File: config.mk
export PLATFORM = sky130hd
export DESIGN_NAME = pc_unit
export DESIGN_NICKNAME = d
export VERILOG_FILES = /design/src/rtl/pc_pkg.sv /design/src/rtl/pc_ras.sv /design/src/rtl/pc_unit.sv
export SDC_FILE = /design/constraint.sdc
export NUM_CORES = 1
export LEC_CHECK = 0
export BUFFER_PORTS_ARGS = -buffer_cell sky130_fd_sc_hd__buf_2
export CAP_MARGIN = 40
export CORE_MARGIN = 3
export CORE_UTILIZATION = 42
export DETAILED_ROUTE_END_ITERATION = 10
export GPL_ROUTABILITY_DRIVEN = 0
export GPL_TIMING_DRIVEN = 1
export PLACE_DENSITY = 0.85
export SLEW_MARGIN = 10
export SYNTH_ARGS = -nofsm -noshare
export SYNTH_HDL_FRONTEND = slang
export SYNTH_SLANG_ARGS = --single-unit
File: constraint.sdc
create_clock -name clock -period 2.36 [get_ports clock]
set_input_delay 0.118 -clock clock [delete_from_list [all_inputs] [get_ports clock]]
set_output_delay 0.118 -clock clock [all_outputs]
set_load 0.05 [all_outputs]
File: src/rtl/pc_pkg.sv
// Shared constants and types for the fetch-stage program-counter unit.
package pc_pkg;

  localparam int unsigned PC_STEP              = 4;
  localparam int          DEFAULT_WIDTH        = 32;
  localparam logic [31:0] DEFAULT_RESET_VECTOR = 32'h0000_0000;
  localparam int          DEFAULT_RAS_DEPTH    = 4;

  // Which source feeds the PC register on the next edge.
  typedef enum logic [2:0] {
    SRC_RESET,
    SRC_REDIRECT,
    SRC_HOLD,
    SRC_RAS,
    SRC_SEQ
  } next_src_e;

endpackage

File: src/rtl/pc_ras.sv
// Circular-buffer return-address stack; a push when full overwrites the oldest entry.
module pc_ras
  import pc_pkg::*;
#(
  parameter int WIDTH     = DEFAULT_WIDTH,
  parameter int RAS_DEPTH = DEFAULT_RAS_DEPTH
) (
  input  logic             clock,
  input  logic             reset,
  input  logic             push,
  input  logic             pop,
  input  logic [WIDTH-1:0] push_data,
  output logic [WIDTH-1:0] top,
  output logic             empty,
  output logic             full
);

  localparam int PTR_W = $clog2(RAS_DEPTH);

  logic [WIDTH-1:0] stack_mem [RAS_DEPTH];
  logic [PTR_W-1:0] ptr_reg;
  logic [PTR_W:0]   count_reg;

  assign empty = (count_reg == '0);
  assign full  = (count_reg == (PTR_W + 1)'(RAS_DEPTH));
  // ptr_reg names the next free slot, so the top lives one below it.
  assign top   = stack_mem[ptr_reg - PTR_W'(1)];

  always_ff @(posedge clock) begin
    if (reset) begin
      ptr_reg   <= '0;
      count_reg <= '0;
    end else if (push) begin
      ptr_reg   <= ptr_reg + PTR_W'(1);
      count_reg <= full ? count_reg : count_reg + (PTR_W + 1)'(1);
    end else if (pop && !empty) begin
      ptr_reg   <= ptr_reg - PTR_W'(1);
      count_reg <= count_reg - (PTR_W + 1)'(1);
    end
  end

  always_ff @(posedge clock) begin
    if (push) begin
      stack_mem[ptr_reg] <= push_data;
    end
  end

endmodule

File: src/rtl/pc_unit.sv
// Fetch-stage program counter with redirect, stall and optional return-address stack.
// Define PC_RAS_EN to build the return-address stack; otherwise call/ret are inert.
module pc_unit
  import pc_pkg::*;
#(
  parameter int               WIDTH        = DEFAULT_WIDTH,
  parameter logic [WIDTH-1:0] RESET_VECTOR = WIDTH'(DEFAULT_RESET_VECTOR),
  parameter int               RAS_DEPTH    = DEFAULT_RAS_DEPTH
) (
  input  logic             clock,
  input  logic             reset,
  input  logic             stall,
  input  logic             redirect_valid,
  input  logic [WIDTH-1:0] redirect_target,
  input  logic             call,
  input  logic             ret,
  output logic [WIDTH-1:0] pc_out,
  output logic [WIDTH-1:0] pc_plus4,
  output logic             ras_empty,
  output logic             ret_miss,
  output logic             misalign
);

  logic [WIDTH-1:0] pc_reg;
  logic [WIDTH-1:0] pc_next;
  logic [WIDTH-1:0] ras_top;
  logic             ret_miss_reg;
  logic             ret_miss_next;
  logic             misalign_reg;
  next_src_e        src;

  assign pc_out   = pc_reg;
  assign pc_plus4 = pc_reg + WIDTH'(PC_STEP);
  assign ret_miss = ret_miss_reg;
  assign misalign = misalign_reg;

  always_comb begin
    src = SRC_SEQ;
    if (reset)                   src = SRC_RESET;
    else if (redirect_valid)     src = SRC_REDIRECT;
    else if (stall)              src = SRC_HOLD;
    else if (ret && !ras_empty)  src = SRC_RAS;
  end

  always_comb begin
    pc_next = pc_plus4;
    case (src)
      SRC_RESET:    pc_next = RESET_VECTOR;
      SRC_REDIRECT: pc_next = {redirect_target[WIDTH-1:2], 2'b00};
      SRC_HOLD:     pc_next = pc_reg;
      SRC_RAS:      pc_next = ras_top;
      default:      pc_next = pc_plus4;
    endcase
  end

`ifdef PC_RAS_EN
  logic ras_push;
  logic ras_pop;
  logic ras_full;
  logic unused_ras_full;

  // The return address is the instruction after the call itself.
  assign ras_push        = redirect_valid && call && !reset;
  assign ras_pop         = (src == SRC_RAS);
  assign ret_miss_next   = ret && !redirect_valid && !stall && ras_empty;
  assign unused_ras_full = ras_full;

  pc_ras #(
    .WIDTH     (WIDTH),
    .RAS_DEPTH (RAS_DEPTH)
  ) u_ras (
    .clock     (clock),
    .reset     (reset),
    .push      (ras_push),
    .pop       (ras_pop),
    .push_data (pc_plus4),
    .top       (ras_top),
    .empty     (ras_empty),
    .full      (ras_full)
  );
`else
  logic unused_call;

  assign ras_top       = '0;
  assign ras_empty     = 1'b1;
  assign ret_miss_next = 1'b0;
  assign unused_call   = call;
`endif

  always_ff @(posedge clock) begin
    pc_reg <= pc_next;
    if (reset) begin
      ret_miss_reg <= 1'b0;
      misalign_reg <= 1'b0;
    end else begin
      ret_miss_reg <= ret_miss_next;
      // Sticky: a stalled redirect still reports its bad target.
      if (redirect_valid && (redirect_target[1:0] != 2'b00)) begin
        misalign_reg <= 1'b1;
      end
    end
  end

endmodule

Word level (Yosys, flattened, before mapping)
Cells that the tools add are included.
Widths: inputs -> output; s select.
- register bits: 33
- latch bits: 0
- memory bits (writable): 0
- bits in read-only memories: 0
- memories kept: 0
- add/sub/neg operators: 1
- $mul: 0
- div/mod/pow operators: 0
- order comparisons: 0
- equal/unequal tests: 3
- shift operators: 0
- multiplexer cells: 4
- bitwise operators: 0
- reductions and logical operators: 4
- operators by type and width (cell ; number):
    $pmux 32 s3 ; 1
    $add 32x3->32 const B ; 1
    $mux 3 ; 3
    $eq 3x2->1 const B ; 2
    $eq 3x1->1 const B ; 1
    $logic_not 3->1 ; 1
    $reduce_bool 2->1 ; 1
    $reduce_or 2->1 ; 1
    $logic_and 1x1->1 ; 1

Logic depth before layout (Yosys ltp)
- word-level depth: 6
- gate-level depth with buffers: 6

Worst setup path after synthesis
No wires, ideal clock.
- kind: register -> register
- from: register pc_reg[2], in the netlist pc_out[2]
- to: register pc_reg[18], in the netlist pc_out[18] (data pin)
- library setup time: 135 ps
- arrival: 2807 ps
- slack: -582 ps
- cell stages (with the launch flop): 7
- path buffers: 1
- period minus slack after synthesis: 2942 ps
- cells stage by stage: edfxtp_1 > ha_1 > nand3_1 > or4_4 > buf_6 > xnor2_1 > o21a_1
- cells in the longest elaborated chain, start to end: 2
- ends and longest elaborated chain (element ; RTL line ; RTL):
    start: declaration ; pc_unit.sv:24 ; logic [WIDTH-1:0] pc_reg;
    start signal: assignment ; pc_unit.sv:91 ; pc_reg <= pc_next;
    $add 32x3->32 ; pc_unit.sv:33 ; assign pc_plus4 = pc_reg + WIDTH'(PC_STEP);
    named net pc_plus4[18] ; pc_unit.sv:18 ; output logic [WIDTH-1:0] pc_plus4,
    $pmux 32 s3 ; pc_unit.sv:47 ; case (src)
    named net pc_next[18] ; pc_unit.sv:25 ; logic [WIDTH-1:0] pc_next;
The timed path passes the listed nets, and every way through them passes these cells.
A chain may end at the register's enable or synchronous reset.

Worst setup path in the final report
- from: register pc_reg[2], in the netlist pc_out[2]
- to: output pc_plus4[21]
- cells in the longest elaborated chain, start to end: 1
- ends and longest elaborated chain (element ; RTL line):
    $add 32x3->32 ; pc_unit.sv:33
    end: declaration ; pc_unit.sv:18
No other way between the ends.

==> impl_metrics.ini <==
[run_status]
status = finished, violations left
violations = negative setup slack

[floorplanning]
core_area_um2 = 4790
start_util_pct = 44.3
die_area_um2 = 5940
fp-row-count = 25
fp.dieW_um = 77.0
ioPinCount = 105
die_h_um = 77.0

[synthesis]
synth_top_family_by_area = simple AND/OR/NAND/NOR gates
ys_ff_latch = 31
synth_cells = 224
synth-adder-area-share_pct = 0.590
synth_compound_area_share_pct = 18.6
synthMuxAreaShare_pct = 0.472
yosysTopAreaCellShare_pct = 42.5
synth_warnings = 0
synth_area_um2 = 2120
ys_seq_area_share_pct = 43.4
synthTopCellsByArea = edfxtp_1, o21a_1, xor2_1, nand2_1, a311oi_1
synth-xor-area-share_pct = 6.20
yosys.area.top_type = edfxtp_1
syn_area_per_cell_um2 = 9.46
ys_types = 35
synthSimpleGateAreaFrac_pct = 23.3

[layout]
num_antenna_cells = 0
nets = 392
fin_cells = 421
layout_common_cells = buf_2, buf_4, edfxtp_1
final_area_um2 = 3340
drive_gt1_share_pct = 52.0
syn_to_final_growth_pct = 57.4
final_common_cell = buf_2
largest_reg_flops = 30

[critical_path]
crit_fanout = 7
startpoint = pc_out[2]
r2r_start = pc_out[2]
cp-start-kind = flip-flop
worstReg2RegEnd = pc_out[21]
setup.worst_path.end_class = output port
reg2regPathDepth = 6
critPathKind = flip-flop to output port
reg2reg_slack_ps = 130
cp.required_ps = 2240
worstPathArrival_ps = 2270

[place]
dpl.hpwl_um = 4660
numPortBuffers = 96
postPlaceCellArea_um2 = 2940
post-place-cells = 396

[drt]
ant_nets = 0
drc_errors = 0
num_vias = 2270
wl_um = 6690
drt_iter0_drc = 61
drtPass1Iterations = 4
wl_per_cell_um = 15.9
via_per_inst = 5.39

[power_and_ir_drop]
power_density_nw_per_um2 = 588
peakVddDrop_uv = 420
leakagePower_nw = 1.51

[clock_network]
clk_latency_ps = 290
clk_pin_slew_ps = 60
cts_buffers = 5
cts_max_level = 2
ctsHoldBuffers = 0
cts_max_path_buffers = 2
cts.sinks = 31
cts_tree = done
root_buffer = clkbuf_8

[timing]
skew_ps = 6.25
slew_viol_final = 0
finalHoldViolations = 0
period_needed_ps = 2380
setup_violations = 2
fin_crit_sh_pct = 101
grt_setup_unrepaired = yes
fmax_mhz = 419
fin_ws_ps = -24.5

[global_route]
grt_usage_pct = 21.4
grt_pass1_vias = 2163
grt_antenna_before_repair = 0
grt_max_degree = 32
grt_pass1_wl_um = 10300
grt-ovfl-total = 0

[worst_hold_path]
hold_depth = 3
hold_class = input pin to flip-flop
hold_end = misalign
hp-start = redirect_target[0]

[job]
drv_cap = 0
## worst max path at each step
stage,to,slack [ps],cells after the start
3_5_place_dp,pc_out[25],60,5
5_1_grt,pc_plus4[21],-100,7
2_1_floorplan,pc_out[24],-130,6
6_report,pc_plus4[21],-20,7
4_1_cts,pc_plus4[21],-40,7
3_3_place_gp,pc_out[25],130,5
## cell usage after synthesis
cell,count
edfxtp_1,30
nand2_1,22
nor2_1,16
o21a_1,16
nand3_1,11
clkbuf_1,10
xor2_1,10
a311oi_1,9
or3_1,9
inv_1,8
nand2b_1,8
nor4_1,7
o21ai_1,7
buf_4,6
a21oi_1,5
nand4_1,5
xnor2_1,5
o211a_1,4
o311a_1,4
o31a_1,4
or2_1,4
or4_1,4
nor3_1,3
buf_2,2
buf_6,2
conb_1,2
nand4_2,2
o31ai_1,2
and4_1,1
clkinv_1,1
dfxtp_1,1
ha_1,1
mux2i_1,1
o21ai_0,1
or4_4,1
## power by group
part           switching (mW)  internal, mW  leakage, nW
Clock                   0.203         0.210       0.0395
Sequential             0.0454         0.663        0.345
Combinational           0.583         0.258         1.13
Total                   0.832          1.13         1.51
## worst max-delay path, stage by stage, from the launching register on
cell and delay [ps]:
edfxtp_1 430, buf_6 130, nand4_4 110, or4_4 560
buf_6 160, or3_4 380, nand2_4 80, buf_8 140
## metal layers
metal	up-vias	global-route usage, %	wire [um]	part of all wire (%)
li1	1082	-	-	-
met2	91	37.3	3490	52
met5	-	0	0	0
met1	1086	25.7	2630	39
met3	11	5.75	479	7.2
met4	0	6.41	93	1.4
## area by class of cell
class	instances	area, um2
Clock buffer	8	80.1
Fill cell	360	1450
Inverter	9	33.8
Multi-Input combinational cell	169	1330
Sequential cell	31	921
Tap cell	67	83.8
Timing Repair Buffer	137	886
## cells by family after synthesis
family / after synthesis
other: 2
adder cells (fa/ha/maj): 1
flip-flops: 31
AND/OR/NAND/NOR: 93
buffers and inverters: 29
multiplexers: 1
XOR/XNOR: 15
AO/OA/AOI/OAI: 52
## repair_timing
action	in CTS	in global routing
hold endpoints to repair	0	0
pin swaps	5	5
endpoints found under the setup margin	13	14
cloned	0	1
setup buffers	10	6
gates resized for setup	28	21
## through the flow
step | util, % | setup TNS, ps | total power, mW | hold slack, ps | setup slack [ps]
final | 69.7 | -26.3 | 1.96 | 135 | -24.5
after global routing | 69.7 | -511 | 2.05 | 169 | -101
after CTS | 66.8 | -79.4 | 1.94 | 136 | -35.1
after detailed placement | 61.4 | 0 | 1.48 | 428 | 55.7
after global placement | 61.4 | 0 | 1.47 | 413 | 126
after floorplan | - | -1600 | 1.29 | 323 | -134
Power figures use the tool's default switching activity.
